--- config.mk ---
export PLATFORM = sky130hd
export DESIGN_NAME = result_reader
export DESIGN_NICKNAME = d
export VERILOG_FILES = /design/src/rtl/result_reader.sv
export SDC_FILE = /design/constraint.sdc
export NUM_CORES = 1
export LEC_CHECK = 0
export ABC_AREA = 1
export BUFFER_PORTS_ARGS = -buffer_cell sky130_fd_sc_hd__buf_2
export CORE_MARGIN = 4
export CORE_UTILIZATION = 40
export CTS_CLUSTER_SIZE = 16
export DETAILED_ROUTE_END_ITERATION = 10
export GPL_ROUTABILITY_DRIVEN = 0
export PLACE_DENSITY = 0.6
export SKIP_CTS_REPAIR_TIMING = 1
export SLEW_MARGIN = 15
export SYNTH_ARGS = -nofsm -noshare
export SYNTH_HDL_FRONTEND = slang
export SYNTH_SLANG_ARGS = --single-unit
--- constraint.sdc ---
create_clock -name clk -period 2.75 [get_ports clk]
set_input_delay 0.55 -clock clk [delete_from_list [all_inputs] [get_ports clk]]
set_output_delay 0.55 -clock clk [all_outputs]
set_load 0.1 [all_outputs]
--- src/rtl/result_reader.sv ---
// Reads NUM_WORDS 32-bit words from an SRAM starting at BASE_ADDR and streams
// them to a host as bytes, LSB first, under valid/ready flow control.
module result_reader #(
  parameter logic [7:0]  BASE_ADDR = 8'h00,
  parameter int unsigned NUM_WORDS = 16
) (
  input  logic        clk,
  input  logic        rst,
  input  logic        start,
  output logic        cs_n,
  output logic        we_n,
  output logic [7:0]  address,
  input  logic        ry,
  input  logic [31:0] read_data,
  output logic [7:0]  dout,
  output logic        dout_valid,
  input  logic        dout_ready,
  output logic        busy,
  output logic        done
);

  localparam int unsigned ADDR_W = 8;
  localparam int unsigned DATA_W = 32;
  localparam int unsigned BYTE_W = 8;
  localparam int unsigned CNT_W  = 8;
  localparam int unsigned IDX_W  = 2;
  localparam logic [CNT_W-1:0] LAST_WORD = CNT_W'(NUM_WORDS - 1);

  typedef enum logic [2:0] {
    IDLE = 3'd0,
    REQ  = 3'd1,
    WAIT = 3'd2,
    SEND = 3'd3,
    DONE = 3'd4
  } state_t;

  state_t              state, state_nxt;
  logic [CNT_W-1:0]    cnt, cnt_nxt;
  logic [IDX_W-1:0]    idx, idx_nxt;
  logic [DATA_W-1:0]   hold, hold_nxt;
  logic [ADDR_W-1:0]   addr_nxt;
  logic [BYTE_W-1:0]   dout_nxt;
  logic                cs_n_nxt;
  logic                dout_valid_nxt;
  logic                busy_nxt;
  logic                done_nxt;

  // Byte lane select, lane 0 is the least significant byte.
  function automatic logic [BYTE_W-1:0] byte_of(input logic [DATA_W-1:0] w,
                                                input logic [IDX_W-1:0]  i);
    logic [BYTE_W-1:0] b;
    b = w[7:0];
    case (i)
      2'd0: b = w[7:0];
      2'd1: b = w[15:8];
      2'd2: b = w[23:16];
      2'd3: b = w[31:24];
      default: b = w[7:0];
    endcase
    return b;
  endfunction

  // Next-state and next-output logic; outputs are registered from the next state.
  always_comb begin
    state_nxt = state;
    cnt_nxt   = cnt;
    idx_nxt   = idx;
    hold_nxt  = hold;
    addr_nxt  = address;
    dout_nxt  = dout;

    case (state)
      IDLE: begin
        if (start) begin
          state_nxt = REQ;
          cnt_nxt   = '0;
          addr_nxt  = BASE_ADDR;
        end
      end
      REQ: begin
        state_nxt = WAIT;
      end
      WAIT: begin
        if (ry) begin
          state_nxt = SEND;
          hold_nxt  = read_data;
          idx_nxt   = '0;
          dout_nxt  = read_data[7:0];
        end
      end
      SEND: begin
        if (dout_ready) begin
          idx_nxt = idx + IDX_W'(1);
          if (idx == IDX_W'(3)) begin
            if (cnt == LAST_WORD) begin
              state_nxt = DONE;
            end else begin
              state_nxt = REQ;
              cnt_nxt   = cnt + CNT_W'(1);
              addr_nxt  = address + ADDR_W'(1);
            end
          end else begin
            dout_nxt = byte_of(hold, idx + IDX_W'(1));
          end
        end
      end
      DONE: begin
        state_nxt = IDLE;
      end
      default: begin
        state_nxt = IDLE;
      end
    endcase

    cs_n_nxt       = (state_nxt != REQ);
    dout_valid_nxt = (state_nxt == SEND);
    busy_nxt       = (state_nxt != IDLE);
    done_nxt       = (state_nxt == DONE);
  end

  // State and output registers.
  always_ff @(posedge clk or negedge rst) begin
    if (!rst) begin
      state      <= IDLE;
      cnt        <= '0;
      idx        <= '0;
      hold       <= '0;
      address    <= BASE_ADDR;
      dout       <= '0;
      cs_n       <= 1'b1;
      dout_valid <= 1'b0;
      busy       <= 1'b0;
      done       <= 1'b0;
    end else begin
      state      <= state_nxt;
      cnt        <= cnt_nxt;
      idx        <= idx_nxt;
      hold       <= hold_nxt;
      address    <= addr_nxt;
      dout       <= dout_nxt;
      cs_n       <= cs_n_nxt;
      dout_valid <= dout_valid_nxt;
      busy       <= busy_nxt;
      done       <= done_nxt;
    end
  end

  // The block only ever reads.
  assign we_n = 1'b1;

endmodule

# After elaboration in Yosys (flattened, before gate mapping)
# Cells that the tools add are included.
[op_classes] addsub=3 eq_ne=17 n_mux=23 n_reduce_logical=9
[op_table] op="2-to-1 mux 8 bit" n=10
[op_table] op="one-hot mux 8 bit (2 select lines)" n=3
[op_table] op="one-hot mux 8 bit (4 select lines)" n=1
[op_table] op="adder 8 x 1 -> 8 bit, second input constant" n=2
[op_table] op="2-to-1 mux 3 bit" n=5
[op_table] op="inequality test 2 bit, second input constant" n=6
[op_table] op="one-hot mux 3 bit (4 select lines)" n=1
[op_table] op="== test 3 x 2 -> 1 bit, second input constant" n=3
[op_table] op="== test 8 x 4 -> 1 bit, second input constant" n=1
[op_table] op="== test 2 bit, second input constant" n=3
[op_table] op="AND reduction 5 bit" n=1
[op_table] op="2-to-1 mux 2 bit" n=2
[op_table] op="one-hot mux 2 bit (2 select lines)" n=1
[op_table] op="AND reduction 4 bit" n=1
[op_table] op="nonzero test 2 bit" n=2
[op_table] op="== test 3 x 1 -> 1 bit, second input constant" n=1
[op_table] op="== test 3 bit, second input constant" n=1
[op_table] op="logical NOT 3 bit" n=1
[op_table] op="inequality test 3 x 1 -> 1 bit, second input constant" n=1
[op_table] op="AND reduction 3 bit" n=1
[op_table] op="nonzero test 3 bit" n=1
[op_table] op="adder 2 x 1 -> 2 bit, second input constant" n=1
[op_table] op="== test 2 x 1 -> 1 bit, second input constant" n=1
[op_table] op="logical NOT 2 bit" n=1
[op_table] op="AND reduction 2 bit" n=1
[totals] output_inout_bits=21 reg_bits=65

# Logic depth before layout (Yosys ltp)
# Gate-level depths: netlist of run 1.
[logic_depth] depth_word=6 depth_mapped=9 mapped_depth_nobuf=9

# Least setup slack after synthesis of run 1
# No wires, ideal clock.
[synth_timing] path_type="reg-to-reg" startpoint="register address[0]" endpoint="register address[6]" t_required_ns=2.630 path_slack_ns=0.788 stages_incl_launch_ff=9 n_path_buf=0 t_arrival_ns=1.842 path_cell_list="dfrtp_1 > ha_1 > nand3_1 > nor2_1 > nand2_1 > nand2_1 > nor2_1 > nand2_1 > nand2_1"
[synth_via] elab_chain_len=5
[synth_lines] element="start, declared" line="12" rtl="output logic [7:0] address,"
[synth_lines] element="start signal, assigned" line="139" rtl="address <= addr_nxt;"
[synth_lines] element="adder 8 x 1 -> 8 bit" line="100" rtl="addr_nxt = address + ADDR_W'(1);"
[synth_lines] element="2-to-1 mux 8 bit" line="95" rtl="if (cnt == LAST_WORD) begin"
[synth_lines] element="2-to-1 mux 8 bit" line="94" rtl="if (idx == IDX_W'(3)) begin"
[synth_lines] element="2-to-1 mux 8 bit" line="92" rtl="if (dout_ready) begin"
[synth_lines] element="one-hot mux 8 bit (2 select lines)" line="72" rtl="case (state)"
# No other way between the ends. The select of a mux whose other input is x is not followed.
# A chain may end at the register's enable or synchronous reset.

# Final worst setup path of run 1
[layout_timing] startpoint="register idx[0]" endpoint="register busy"
[layout_via] elab_chain_len=5
[layout_lines] element="start, declared" line="39" rtl="logic [IDX_W-1:0] idx, idx_nxt;"
[layout_lines] element="start signal, assigned" line="137" rtl="idx <= idx_nxt;"
[layout_lines] element="== test 2 bit" line="94"
[layout_lines] element="2-to-1 mux 3 bit" line="94"
[layout_lines] element="2-to-1 mux 3 bit" line="92"
[layout_lines] element="one-hot mux 3 bit (4 select lines)" line="72"
[layout_lines] element="nonzero test 3 bit" line="117" rtl="busy_nxt = (state_nxt != IDLE);"
[layout_lines] element="net busy_nxt" line="45" rtl="logic busy_nxt;"
[layout_lines] element="end signal, assigned" line="143" rtl="busy <= busy_nxt;"
[layout_lines] element="end, declared" line="18" rtl="output logic busy,"
# The timed path passes the listed nets, and every way through them passes these cells.

==> key figures, run 1 <==
Status
  – Status: completed

Synthesis
  – Area contributors post-synth: dfrtp_1 49%, nand2_1 23%, nor2_1 4.4%
  – Async set-reset flop share out of synthesis: 100.0%
  – Syn Area/Cell: 7.627 um2
  – Simple-gate portion of the synthesized area: 34.57%
  – Mux cell area share after synthesis: 0%
  – Dominant cell by count in the synthesized netlist: nand2_1
  – Commonest cells in the synthesized netlist: 198 x nand2_1, 64 x dfrtp_1, 38 x nor2_1, 26 x nand3_1, 24 x inv_1
  – Synth warn: 0
  – Compound-gate portion of the synthesized area: 6.042%
  – Post-synth EDFFs: 0
  – Mapped Area: 3272 um2
  – Register area share after synthesis: 49.75%
  – Syn Inst Count: between 400 and 500
  – Synth Area in Adders: under 10%
  – Main synth FF type: dfrtp_1
  – Yosys reg bits: 65
  – Largest family of logic cells by synthesized area: simple AND/OR/NAND/NOR gates
  – Post-synth top area cell: dfrtp_1
  – Post-synth cell types: 32
  – Net count after synthesis: about 470
  – Synth top area share: between 40% and 50%
  – XOR/XNOR Fraction of Synth Area: 0.8031%

GRT
  – Largest net degree at the start of global routing: 35
  – Total GRT Usage: between 10% and 20%
  – Remaining Overflow, GRT: 0
  – Vias in the first global route: 2619
  – Initial antenna violation count: 0
  – First-pass GRT wire length: around 12000 um

Flow run
  – Max Cap Viol: 0

Timing
  – Crit path time final: roughly 1.9 ns
  – Final setup vio count: 0
  – Final Hold Viols: 0
  – Max-slew violation count: 0
  – Setup_tns: 0 ns
  – Unrepaired setup endpoints after global routing: no
  – FMAX: ~530 MHz
  – Worst Clk Skew: 0.01271 ns
  – Final worst-path cycle share: 68.56%

Setup path
  – Crit Path Category: reg -> reg
  – Worst Setup End Kind: flip-flop
  – Reg2reg start: idx[0]
  – Reg-to-Reg End: busy
  – Crit path max fanout: 12
  – Worst EP required: around 3.0 ns
  – FF-to-FF path depth: 5
  – R2R Setup Slk: 0.86 ns
  – Arr. time, crit path: 2.16 ns
  – Worst setup SP type: flip-flop

CTS
  – Cts bufs inserted: 9
  – Clock Root Buffer: clkbuf_8
  – H-tree depth: 3
  – CTS tree: done
  – CTS clk-pin slew, worst paths: about 0.07 ns
  – Skew-Pair Late Insertion Delay: between 0.3 and 0.4 ns
  – CTS max path bufs: 2
  – Clock Sinks: 65

Die
  – Row Count: 32
  – Die Y: 98.44 um
  – Initial Utilization: 41.69%
  – Die area: 9690 um2
  – Area of the core: 7848 um2
  – I/O Pins: 58
  – Die X-Extent: just under 100 um

Routing
  – Antenna violation net count after detailed routing: 0
  – Via Count: 2768
  – DR pass1 iterations: 5
  – Routed vias/inst: about 4.7
  – DRC viols: 0
  – DRT iter0 DRCs: 119
  – Final WL: 7275 um
  – Routed wire length per instance: between 10 and 15 um

Power and ir drop
  – Worst vdd rail ir drop: a little over 600 uV
  – LEAKAGE: 2.142 nW
  – Tot Pwr: about 3.7 mW
  – Pwr per Cell Area: 983.2 nW/um2

Final layout
  – # diodes: 0
  – Area Overhead vs Synth: 16.33%
  – Fill cell count: around 820
  – Nets@finish: 528
  – Share of cells above drive strength 1: between 15 and 20%

Min path
  – Min-delay worst type: in -> async

Placement
  – Number of port buffers: 56
  – DP HPWL: a little over 5000 um
-- per-stage QoR --
stage	hold WS, ns	worst slack (ns)	util, %	instance area (um2)	std cells
after detailed placement	0.4602	0.8337	46.09	3617	576
after CTS	0.1280	0.8202	48.50	3806	592
after global routing	0.1399	0.6517	48.50	3806	592
after floorplan	0.2544	0.7882	-	3272	429
final	0.1222	0.8645	48.50	3806	592
after global placement	0.4635	0.9019	46.09	3617	576
-- flip-flops by register name, summed over array words and instances, names as in the netlist --
name and count:
busy 1, hold 32, done 1, address 8
dout_valid 1, dout 8, cnt 8, state 3
idx 2, cs_n 1
-- kinds of logic (layout without fill, tap and decap cells) --
logic type | Yosys count | after routing
AOI/OAI and AO/OA | 32 | 32
buffers and inverters | 46 | 107
xor gates and xnor gates | 3 | 3
DFF | 65 | 65
and+or+nand+nor | 276 | 276
adders and majority gates | 6 | 6
other | 1 | 1
-- worst max-delay path, stage by stage (launching register included) --
cell      delay [ns]
dfrtp_1         0.41
ha_1            0.47
clkinv_1        0.37
nor2_2          0.32
nand2_1         0.14
nand4_1         0.11
-- per-layer routing --
metal / vias up / wire, um / track usage [%]
met4: 0 / 66 / 4.097
met2: 65 / 3311 / 24.60
met1: 1256 / 3522 / 21.56
met5: - / 0 / 0
met3: 4 / 374 / 5.025
li1: 1443 / - / -
-- worst max-delay path by stage --
stage / from / to / slack [ns] / cells after the start
3_3_place_gp: idx[0] / busy / 0.90 / 5
6_report: idx[0] / busy / 0.86 / 5
5_1_grt: idx[0] / busy / 0.65 / 5
4_1_cts: idx[0] / busy / 0.82 / 5
2_1_floorplan: address[0] / address[6] / 0.79 / 8
3_5_place_dp: idx[0] / busy / 0.83 / 5
-- power breakdown --
group          switching (mW)  leakage (nW)  internal (mW)
logic                    1.18          1.19          0.405
registers               0.159         0.853           1.20
clock network           0.361        0.0974          0.442
total                    1.70          2.14           2.04
-- area by class of cell --
cell class	instances	area, um2	area share (%)
flip-flops and latches	65	1628	42.77
inverters	31	117.6	3.090
multi-input cells	318	1434	37.67
well taps	102	127.6	3.353
clock inverters	3	40.04	1.052
repair buffers	60	310.3	8.153
clock buffers	13	148.9	3.912
-- cell usage in the layout, fill, tap and decap left out, types with 3 or more instances in the layout --
cell type and n:
a21oi_1 8, o21ai_0 10, buf_4 4, clkinv_2 3, inv_2 5, buf_2 56
nor2_1 38, nand3_2 3, dfrtp_1 64, nand3_1 26, o21ai_1 8, clkbuf_8 10
clkbuf_1 3, nand2_1 198, ha_1 6, inv_1 24, nor3b_1 3
No activity file was read; power rests on OpenSTA's default activity.
==> inputs of run 2 (changes only) <==
==> constraint.sdc (replaced) <==
create_clock -name clk -period 1.8 [get_ports clk]
set_input_delay 0.36 -clock clk [delete_from_list [all_inputs] [get_ports clk]]
set_output_delay 0.36 -clock clk [all_outputs]
set_load 0.1 [all_outputs]
==> run 2 against run 1 <==
Against the previous run: power up 52%; sequential share of layout area down 0.50 points; sequential power up 55%; highest routed layer unchanged; combinational power up 57%; largest cell class unchanged; flip-flop and latch count unchanged; count of clock-buffer cells in the layout up 1.
==> key figures, run 2 (synthesis gave the netlist of run 1 again) <==
Status
  – Status: completed

Timing
  – Final setup vio count: 0 (unchanged)
  – Worst Clk Skew: 0.01041 ns (-0.002302 ns)
  – Unrepaired setup endpoints after global routing: no
  – Final worst-path cycle share: 90.81%
  – Setup_tns: 0 ns (unchanged)
  – Final Hold Viols: 0 (unchanged)
  – Crit path time final: 1.635 ns
  – Max-slew violation count: 0 (unchanged)
  – Hold Slack: 0.02140 ns (-0.1008 ns)
  – FMAX: 611.7 MHz

Setup path
  – FF-to-FF path depth: 7 (+2)
  – Delay-heaviest family, CP: flip-flops
  – Crit-path cells: buf_2
  – Crit Path Category: reg -> out
  – Crit-path max cell delay: 0.52 ns (+0.05 ns)
  – Path length in cells of the critical path: 1 (-4)
  – Arr. time, crit path: 1.27 ns (-0.89 ns)
  – Slowest CP cell: dfstp_2
  – Critical path buffer and inverter count: 1 (unchanged)
  – Worst Setup End Kind: output pin
  – Worst EP required: 1.44 ns (-1.58 ns)
  – Crit path max fanout: 1 (-11)
  – Worst setup SP type: flip-flop

Power and ir drop
  – Worst vdd rail ir drop: 558.8 uV (-7.5%)
  – Pwr per Cell Area: 1474 nW/um2 (+50%)
  – Tot Pwr: 5.685 mW (+52%)
  – LEAKAGE: 2.159 nW (+0.82%)

Routing
  – DRT iter0 DRCs: 144 (+21%)
  – DR pass1 iterations: 4 (-1)
  – Routed wire length per instance: 12.62 um (+2.7%)
  – Routed vias/inst: 4.722 (+0.99%)
  – Antenna violation net count after detailed routing: 0 (unchanged)
  – Final WL: 7535 um (+3.6%)
  – DRC viols: 0 (unchanged)
  – Via Count: 2819 (+1.8%)

GRT
  – Total GRT Usage: 16.72% (+0.89 points)
  – Remaining Overflow, GRT: 0 (unchanged)
  – First-pass GRT wire length: 13100 um (+6.0%)
  – Largest net degree at the start of global routing: 66 (+89%)
  – Initial antenna violation count: 0 (unchanged)
  – Vias in the first global route: 2811 (+7.3%)

Final layout
  – Final std cells w/o fill: 597 (+0.84%)
  – Nets@finish: 533 (+0.95%)
  – Share of cells above drive strength 1: 19.80% (+1.2 points)
  – Largest register by flop count: hold
  – Max FFs per register: 32 (unchanged)
  – # diodes: 0 (unchanged)
  – Area Overhead vs Synth: 17.90%
  – Most common cell after layout, fill and taps aside: nand2_1
  – Commonest cells after routing, fill and taps aside: 198 x nand2_1, 62 x dfrtp_1, 56 x buf_2

Die
  – Die X-Extent: 98.44 um (unchanged)
  – I/O Pins: 58 (unchanged)
  – Die Y: 98.44 um (unchanged)
  – Row Count: 32 (unchanged)
  – Die area: 9690 um2 (unchanged)
  – Initial Utilization: 41.69% (unchanged)
  – Area of the core: 7848 um2 (unchanged)

CTS
  – H-tree depth: 3 (unchanged)
  – Clock Sinks: 65 (unchanged)
  – CTS max path bufs: 2 (unchanged)
  – Clock Root Buffer: clkbuf_8
  – Skew-Pair Late Insertion Delay: 0.34 ns (about the same)
  – Cts bufs inserted: 9 (unchanged)
  – CTS tree: done
  – CTS clk-pin slew, worst paths: 0.07 ns (about the same)

Flow run
  – Max Cap Viol: 0 (unchanged)

Placement
  – Number of port buffers: 56 (unchanged)
  – Placed cell count: 581 (+0.87%)
  – DP HPWL: 5399 um (+4.0%)

Min path
  – Min-delay worst type: in -> async
run 2: path summary, 6_finish.rpt:
kind                       endpoint     startpoint  slack (ns)
setup / recovery               cs_n           cs_n        0.17
setup reg to reg             cnt[7]         idx[0]        0.24
min in group clk           hold[13]  read_data[13]        0.20
hold / removal             state[0]            rst        0.02
max in group asynchronous      cs_n            rst        1.46
hold reg to reg             dout[1]        dout[1]        0.48
run 2: layer usage:
layer	wire length, um	up-vias	track usage [%]
met4	113	0	6.197
met5	0	-	0
li1	-	1453	-
met1	3605	1309	21.33
met2	3494	46	27.30
met3	323	11	4.529
run 2: where the power goes:
group | internal [mW] | switching [mW] | leakage, nW
Clock | 0.575 | 0.539 | 0.0867
Combinational | 0.672 | 1.81 | 1.22
Sequential | 1.83 | 0.256 | 0.850
run 2: layout make-up:
type                    instances  area (um2)
fillers                       823        3990
flip-flops and latches         65        1630
multi-input cells             318        1434
repair buffers                 65       372.9
clock buffers                  14       162.7
well taps                     102       127.6
inverters                      31       117.6
clock inverters                 2       12.51
run 2: through the flow:
stage	util [%]	setup WS, ns	area [um2]
6_report	49.16	0.1653	3857
5_1_grt	49.16	0.1049	3857
4_1_cts	49.16	0.1442	3857
3_5_place_dp	46.92	0.2129	3682
3_3_place_gp	46.92	0.2931	3682
2_1_floorplan	-	0.02034	3274
